### src/rtl/hs32_fetchq.sv
// hs32_fetchq -- instruction prefetch queue between the memory port and hs32_decode.
//
// Issues sequential 32-bit reads ahead of decode and buffers up to DEPTH words
// together with the PC each word was fetched from. Decode sees the head entry
// on a req/rdy handshake. Exec redirects the fetch stream with flush/newpc.
//
// Ports
//   clk    in   rising-edge clock
//   reset  in   asynchronous, active-low reset
//   flush  in   redirect strobe from exec (one cycle)
//   newpc  in   redirect target, sampled when flush=1
//   addr   out  memory read address, held stable while reqm=1
//   reqm   out  memory read request (at most one read outstanding)
//   rdym   in   memory done; dtrm valid this cycle
//   dtrm   in   memory read data
//   instd  out  head instruction to decode
//   pcd    out  PC of instd
//   reqd   out  head valid (queue non-empty)
//   rdyd   in   decode accepts head
//   level  out  current occupancy
module hs32_fetchq #(
  parameter int          DEPTH    = 4,
  parameter logic [31:0] RESET_PC = 32'h0,
  parameter logic [31:0] STEP     = 32'd4
) (
  input  logic                     clk,
  input  logic                     reset,
  input  logic                     flush,
  input  logic [31:0]              newpc,
  output logic [31:0]              addr,
  output logic                     reqm,
  input  logic                     rdym,
  input  logic [31:0]              dtrm,
  output logic [31:0]              instd,
  output logic [31:0]              pcd,
  output logic                     reqd,
  input  logic                     rdyd,
  output logic [$clog2(DEPTH):0]   level
);

  localparam int PW = $clog2(DEPTH);
  localparam logic [PW:0] DEPTHV = (PW+1)'(DEPTH);

  logic [31:0]   meminst [DEPTH];
  logic [31:0]   mempc   [DEPTH];
  logic [PW-1:0] wrptr;
  logic [PW-1:0] rdptr;
  logic [31:0]   fetchpc;
  logic          discard;

  logic          land;
  logic          push;
  logic          pop;
  logic [PW:0]   levelnext;
  logic          canissue;

  // A read is in flight exactly while reqm is high, because the request is
  // held until rdym. A landing word is only kept if no flush has happened
  // since its request was issued (discard). The slot for the next read is
  // reserved at issue, so a new request only goes out if the occupancy after
  // this edge still leaves room for it.
  always_comb begin
    land      = reqm && rdym;
    push      = land && !discard;
    pop       = reqd && rdyd;
    levelnext = level;
    if (push && !pop) begin
      levelnext = level + 1'b1;
    end else if (pop && !push) begin
      levelnext = level - 1'b1;
    end
    canissue  = (!reqm || rdym) && (levelnext < DEPTHV);
  end

  // Main state. Flush wins over everything: the queue empties, any pop in
  // the same cycle is void, and the fetch stream restarts at newpc. A read
  // still pending on the bus must stay on the bus, so it is marked for
  // discard and the redirected request waits for it to complete.
  always_ff @(posedge clk or negedge reset) begin
    if (!reset) begin
      addr    <= RESET_PC;
      fetchpc <= RESET_PC;
      reqm    <= 1'b0;
      discard <= 1'b0;
      wrptr   <= '0;
      rdptr   <= '0;
      level   <= '0;
      for (int i = 0; i < DEPTH; i++) begin
        meminst[i] <= '0;
        mempc[i]   <= '0;
      end
    end else if (flush) begin
      level <= '0;
      wrptr <= '0;
      rdptr <= '0;
      if (reqm && !rdym) begin
        discard <= 1'b1;
        fetchpc <= newpc;
      end else begin
        discard <= 1'b0;
        reqm    <= 1'b1;
        addr    <= newpc;
        fetchpc <= newpc + STEP;
      end
    end else begin
      if (push) begin
        meminst[wrptr] <= dtrm;
        mempc[wrptr]   <= addr;
        wrptr          <= wrptr + 1'b1;
      end
      if (pop) begin
        rdptr <= rdptr + 1'b1;
      end
      level <= levelnext;
      if (land) begin
        discard <= 1'b0;
      end
      if (canissue) begin
        reqm    <= 1'b1;
        addr    <= fetchpc;
        fetchpc <= fetchpc + STEP;
      end else if (land) begin
        reqm <= 1'b0;
      end
    end
  end

  // Head entry is read straight out of the registered storage; there is no
  // path from dtrm to instd, so an empty queue never forwards memory data.
  always_comb begin
    reqd  = (level != '0);
    instd = meminst[rdptr];
    pcd   = mempc[rdptr];
  end

endmodule

### config.mk
export PLATFORM = sky130hd
export DESIGN_NAME = hs32_fetchq
export DESIGN_NICKNAME = d
export VERILOG_FILES = /design/src/rtl/hs32_fetchq.sv
export SDC_FILE = /design/constraint.sdc
export NUM_CORES = 1
export LEC_CHECK = 0
export CORE_MARGIN = 2
export CORE_UTILIZATION = 50
export CTS_CLUSTER_DIAMETER = 50
export DETAILED_ROUTE_END_ITERATION = 12
export PLACE_DENSITY = 0.75
export SYNTH_ARGS = -nofsm -noshare
export SYNTH_HDL_FRONTEND = slang
export SYNTH_SLANG_ARGS = --single-unit
### constraint.sdc
create_clock -name clk -period 2.3 [get_ports clk]
set_input_delay 0.345 -clock clk [delete_from_list [all_inputs] [get_ports clk]]
set_output_delay 0.345 -clock clk [all_outputs]
set_load 0.005 [all_outputs]
==> flow_summary.toml, run 1 <==
[outcome]
violations = "setup timing"
status = "finished with violations"

[global_route]
first_global_vias = 11330
antenna_found_initial = 0
grt_max_degree = 82
grt_first_pass_wirelength_mm = 61.00
grt-ovfl-total = 0
grt_usage_pct = 23.29

[placement]
post-place-ws_ps = -281.5
gp_congestion = 0.8659
dpl.cell_count = 1757
dpl_cell_area_mm2 = 0.01874
port_buffers = 169
dp_hpwl_mm = 24.84

[timing]
fin_ws_ps = -78.66
finalHoldViolations = 0
tightestPinTransition_ps = 683.1
period_share_pct = 103.4
max_freq_mhz = 420.4
setup_tns_ps = -1821
slew_headroom_pct = 54.46
fin_crit_ps = 2379
rsz0062_at_grt = "true"
drv_slew = 0
clock-skew-final_ps = 12.06
setup_viol = 40

[cts]
clkTransAtPathRegs_ps = 60
clock_latency_ps = 530
cts_buffer_depth = 3
htree_levels = 2
cts.sinks = 329
cts_tree = "yes"
cts-buffers-inserted = 40
cts-root-buf = "clkbuf_16"

[yosys]
netlist_top_cells_area = "dfrtp_1 53%, mux2_2 19%, mux4_2 9.2%"
syn_inst = 1139
synth_top_cell_area_share_pct = 52.73
async_flop_share_pct = 100.0
ys_seq_area_share_pct = 52.73
ys_ff_latch = 329
synthDistinctLibCells = 61
synth_edf_count = 0
syn-mean-instance-area_um2 = 13.71
syn_nets = 1217
synth_top_cell_by_area = "dfrtp_1"
syn-cell-area_mm2 = 0.01561
ys_warn_count = 0
ys.flop_type = "dfrtp_1"

[detailed_routing]
first_pass_iters = 4
drc = 0
vias = 10520
totalWireLength_mm = 37.25
viasPerCell = 5.648
ant_nets = 0
wl_per_cell_um = 20.00
drt_iter0_drc = 509

[flow_run]
max-cap-violations = 0

[layout]
layout.nets = 1512
finalInstanceArea_mm2 = 0.02037
drive_gt1_share_pct = 43.86
diodes = 0
syn_to_final_growth_pct = 30.46
fillers = 2201
layout.cells.non_filler = 1862

[floorplan]
die_w_um = 180.7
die_area_mm2 = 0.03266
start_util_pct = 50.91
coreArea_mm2 = 0.03067
rows = 64
ios = 170
die_y_um = 180.7

[pwr]
vdd_drop_max_v = 0.0006013
power_density_mw_per_mm2 = 1182
finalPower_w = 0.02407
p_leak_nw = 9.193

[worst_setup_path]
worst_path_largest_cell_delay_ps = 510
crit_path_start_kind = "flop"
critPathKind = "flop to output port"
reg2reg_from = "level[0]$_DFFE_PN0P_"
crit_fanout = 5
arrival_ps = 2030
cpMostUsedCell = "buf_12"
crit_start = "rdptr[0]$_DFFE_PN0P_"
crit_chain = "buf_12 -> buf_12 -> buf_16 -> mux4_2 -> buf_2"
slowest_stage = "dfrtp_4"
crit_required_ps = 1960
end_kind = "output port"

[min_path]
hold_start = "flush"
hold_class = "primary input to flop"
-- worst paths after layout --
path | endpoint | slack, ps | cells past startpoint
worst max-delay path | pcd[24] | -80 | 5
max in group asynchronous | mempc[10]$_DFFE_PN0P_ | 1110 | 3
worst max register to register | fetchpc[24]$_DFFE_PN0P_ | 80 | 10
worst min-delay path | level[0]$_DFFE_PN0P_ | 120 | 2
worst min register to register | fetchpc[1]$_DFFE_PN0P_ | 490 | 1
min in group asynchronous | meminst[124]$_DFFE_PN0P_ | 420 | 2
-- through the flow --
| stage | hold WS (ps) | util [%] |
|---|---|---|
| floorplan | 49.41 | - |
| detailed placement | 394.1 | 61.10 |
| global placement | 391.5 | 61.10 |
| finish | 123.8 | 66.42 |
| CTS | 108.4 | 65.80 |
| global route | 123.6 | 66.42 |
-- cell usage in the layout (no fill, tap or decap), drive strengths merged, types with 16 or more instances in the layout --
cell type	n
o21ai	54
nand3	17
nor3	21
buf	213
dfrtp	329
nand4	16
clkbuf	53
inv	21
nor2	26
xor2	21
clkdlybuf4s50	103
mux2	263
xnor2	27
nand2	77
mux2i	36
mux4	64
-- worst max-delay path: cells and delay by family (launching register included) --
| kind | cells | cell delay (ps) |
|---|---|---|
| DFF | 1 | 510 |
| muxes | 1 | 420 |
| buffers and inverters | 4 | 580 |
-- layout make-up --
| type | instances | area, um2 | share of cell area [%] |
|---|---|---|---|
| Sequential cell | 329 | 8238 | 40.44 |
| Timing Repair Buffer | 320 | 3105 | 15.25 |
| Clock buffer | 51 | 1114 | 5.467 |
| Inverter | 15 | 56.30 | 0.2764 |
| Clock inverter | 23 | 234.0 | 1.149 |
| Tap cell | 396 | 495.5 | 2.432 |
| Multi-Input combinational cell | 728 | 7127 | 34.99 |
-- Yosys cell counts (2+ instances only) --
| master | number |
|---|---|
| or3_1 | 2 |
| clkbuf_1 | 46 |
| or4_1 | 3 |
| buf_2 | 11 |
| nand2_1 | 76 |
| nor2b_1 | 3 |
| o211ai_1 | 7 |
| nor3_1 | 20 |
| mux2_2 | 263 |
| buf_1 | 4 |
| inv_1 | 15 |
| and3_1 | 12 |
| ha_1 | 9 |
| o31ai_1 | 2 |
| xor2_1 | 21 |
| nor4_1 | 9 |
| o211a_1 | 4 |
| a21boi_0 | 2 |
| buf_6 | 2 |
| o31a_1 | 3 |
| dfrtp_1 | 329 |
| mux2i_1 | 36 |
| o21ai_0 | 53 |
| a22oi_1 | 2 |
| a21oi_1 | 14 |
| nand2b_1 | 5 |
| and4_1 | 6 |
| mux4_2 | 64 |
| nand4_1 | 16 |
| nor2_1 | 25 |
| nand3_1 | 16 |
| xnor2_1 | 27 |
| buf_4 | 4 |
-- power breakdown --
| group | internal, W | switching, W | leakage (nW) |
|---|---|---|---|
| sequential | 0.00789 | 0.00136 | 4.19 |
| combinational | 0.00535 | 0.00315 | 4.35 |
| clock | 0.00381 | 0.00250 | 0.651 |
| total | 0.0171 | 0.00702 | 9.19 |
-- per-layer routing --
metal / global-route usage [%] / wire length [um] / vias up
li1: - / - / 4790
met1: 32.82 / 16830 / 5404
met2: 37.95 / 18070 / 274
met3: 3.386 / 1699 / 48
met4: 6.613 / 647 / 0
met5: 0 / 0 / -
-- sequential cells by signal (all words and copies together) (netlist names) --
signal / count
addr: 32
discard: 1
fetchpc: 32
level: 3
meminst: 128
mempc: 128
rdptr: 2
reqm: 1
wrptr: 2
-- cell families (layout without fill, tap and decap cells) --
group | after synthesis | after routing | share of synthesized area (%)
AO/OA/AOI/OAI | 100 | 100 | 4.167
XOR/XNOR | 48 | 48 | 2.693
adder cells (fa/ha/maj) | 10 | 10 | 0.7853
buffers and inverters | 82 | 409 | 2.252
flip-flops | 329 | 329 | 52.73
multiplexers | 363 | 363 | 30.51
AND/OR/NAND/NOR | 207 | 207 | 6.868
-- what timing repair did --
item,4_1_cts,5_1_grt
gates resized for setup,279,21
setup buffers,15,12
pin swaps,4,8
endpoints found under the hold margin,64,0
gates cloned,5,1
hold buffers,1,0
setup endpoints to repair,65,60
Power figures use the tool's default switching activity.
==> inputs of run 2 (changes only) <==
CAP_MARGIN = 20   (was not set)
MAX_ROUTING_LAYER = met4   (was not set)
==> run 2 against run 1 <==
The flow still finishes with violations (setup timing); combinational power about the same; largest cell class unchanged; sequential power about the same; final area about the same; critical path depth unchanged; clock-buffer cell count unchanged; fmax about the same; largest power group unchanged; highest routed layer unchanged; non-clock buffer count unchanged; clock power about the same; core utilization about the same; worst setup slack got worse by 0.97 ps.
==> flow_summary.toml, run 2 (same netlist as run 1, synthesis figures left out) <==
[outcome]
status = "finished with violations"
violations = "setup timing"

[worst_setup_path]
crit_chain = "buf_12 -> buf_12 -> buf_16 -> mux4_2 -> buf_2"
crit_fanout = 5
cpMostUsedCell = "buf_12"
arrival_ps = 2030
worst_path_largest_cell_delay_ps = 510
slowest_stage = "dfrtp_4"
critPathKind = "flop to output port"
crit_path_start_kind = "flop"
regToRegSetupSlack_ps = 80
reg2reg_from = "level[0]$_DFFE_PN0P_"
r2r_end = "fetchpc[24]$_DFFE_PN0P_"
r2r.worst_path.cells = 10
end_kind = "output port"
crit_required_ps = 1960

[detailed_routing]
dr_wl_met3_mm = 1.663
totalWireLength_mm = 37.25
viasPerCell = 5.647
drt_iter0_drc = 523
wl_met1_mm = 16.81
vias = 10510
ant_nets = 0
top_layer = "met4"
met2_length_mm = 18.05
first_pass_iters = 5
drc = 0
wl_per_cell_um = 20.01

[layout]
diodes = 0
finalInstanceArea_mm2 = 0.02036
layout.nets = 1512
syn_to_final_growth_pct = 30.43
drive_gt1_share_pct = 43.79
final_cell_mix = "327 x dfrtp_1, 263 x mux2_2, 103 x clkdlybuf4s50_1"
largest_registers = "meminst (128), mempc (128)"
final_common_cell = "dfrtp_1"
utilization_pct = 66.40

[min_path]
hold_class = "primary input to flop"
hold_depth = 2
hold_start = "flush"
hold_path_end = "level[0]$_DFFE_PN0P_"

[global_route]
grt_usage_pct = 23.95
grt_max_degree = 82
grt_first_pass_wirelength_mm = 60.88
first_global_vias = 11350
antenna_found_initial = 0
grt-ovfl-total = 0

[floorplan]
ios = 170
rows = 64
die_y_um = 180.7
coreArea_mm2 = 0.03067
die_area_mm2 = 0.03266
start_util_pct = 50.91
die_w_um = 180.7

[placement]
port_buffers = 169
dpl_cell_area_mm2 = 0.01874
dp_hpwl_mm = 24.84
gp_congestion = 0.8799

[cts]
cts_tree = "yes"
clkTransAtPathRegs_ps = 60
htree_levels = 2
cts-buffers-inserted = 40
cts_buffer_depth = 3
cts-root-buf = "clkbuf_16"
clock_latency_ps = 520
cts.sinks = 329

[timing]
drv_slew = 0
fin_crit_ps = 2380
tightestPinTransition_ps = 677.1
rsz0062_at_grt = "true"
period_share_pct = 103.5
max_freq_mhz = 420.2
slew_headroom_pct = 54.86
finalHoldViolations = 0
setup_viol = 40
clock-skew-final_ps = 10.42
fin_ws_ps = -79.64

[flow_run]
max-cap-violations = 0

[pwr]
vdd_drop_max_v = 0.0005992
p_leak_nw = 9.192
power_density_mw_per_mm2 = 1182
run 2: cell types whose count changed in the layout (fill, tap and decap cells not counted):
cell | previous run | this run
nor3_1 | 16 | 17
nor3_2 | 4 | 3
run 2: per-stage QoR:
stage | cells | TNS (ps) | hold WS [ps] | total power [W] | setup WS [ps]
floorplan | 1139 | 0 | 49.41 | 0.01347 | 65.35
global placement | 1757 | -2963 | 391.5 | 0.01740 | -199.1
detailed placement | 1757 | -4838 | 394.1 | 0.01772 | -281.5
CTS | 1851 | -2613 | 108.4 | 0.02398 | -104.8
global route | 1862 | -3988 | 123.7 | 0.02541 | -137.1
finish | 1862 | -1866 | 120.9 | 0.02406 | -79.64
run 2: cell type report:
cell class	count	area [um2]
Multi-Input combinational cell	728	7122
Inverter	15	56.30
Clock buffer	51	1114
Fill cell	2202	10300
Sequential cell	329	8238
Timing Repair Buffer	320	3105
Tap cell	396	495.5
Clock inverter	23	234.0
run 2: routing by layer:
metal / vias up / global-route usage, %
li1: 4791 / -
met1: 5393 / 32.75
met2: 271 / 37.98
met3: 59 / 3.205
met4: 0 / 6.613
met5: - / -
run 2: what timing repair did:
action / in CTS / in global routing
endpoints found under the hold margin: 64 / 0
setup buffers: 15 / 12
gates cloned: 5 / 1
pin swaps: 4 / 8
setup endpoints to repair: 65 / 60
hold buffers: 1 / 0
gates resized for setup: 279 / 20
run 2: worst max-delay path by stage:
| stage | start | to | slack [ps] | cells past startpoint |
|---|---|---|---|---|
| detailed placement | rdym | fetchpc[28]$_DFFE_PN0P_ | -280 | 8 |
| global placement | rdym | fetchpc[3]$_DFFE_PN0P_ | -200 | 9 |
| floorplan | level[1]$_DFFE_PN0P_ | addr[0]$_DFFE_PN0P_ | 70 | 9 |
| finish | rdptr[0]$_DFFE_PN0P_ | pcd[24] | -80 | 5 |
| CTS | rdptr[0]$_DFFE_PN0P_ | pcd[24] | -100 | 5 |
| global route | rdptr[0]$_DFFE_PN0P_ | pcd[24] | -140 | 5 |
run 2: power breakdown:
part	internal, W	switching [W]	leakage [nW]	total (W)
Sequential	0.00789	0.00136	4.19	0.00925
Clock	0.00381	0.00250	0.651	0.00631
Combinational	0.00535	0.00315	4.35	0.00850
run 2: critical path, delay by kind of cell, from the launching register on:
kind / cells / cell delay (ps)
buf+inv: 4 / 580
flops: 1 / 510
mux: 1 / 420
==> inputs of run 3 (changes only) <==
HOLD_SLACK_MARGIN = 0.08   (was not set)
==> results of run 3 <==
Same layout as run 2: the final DEF is identical, and so are final timing and power.
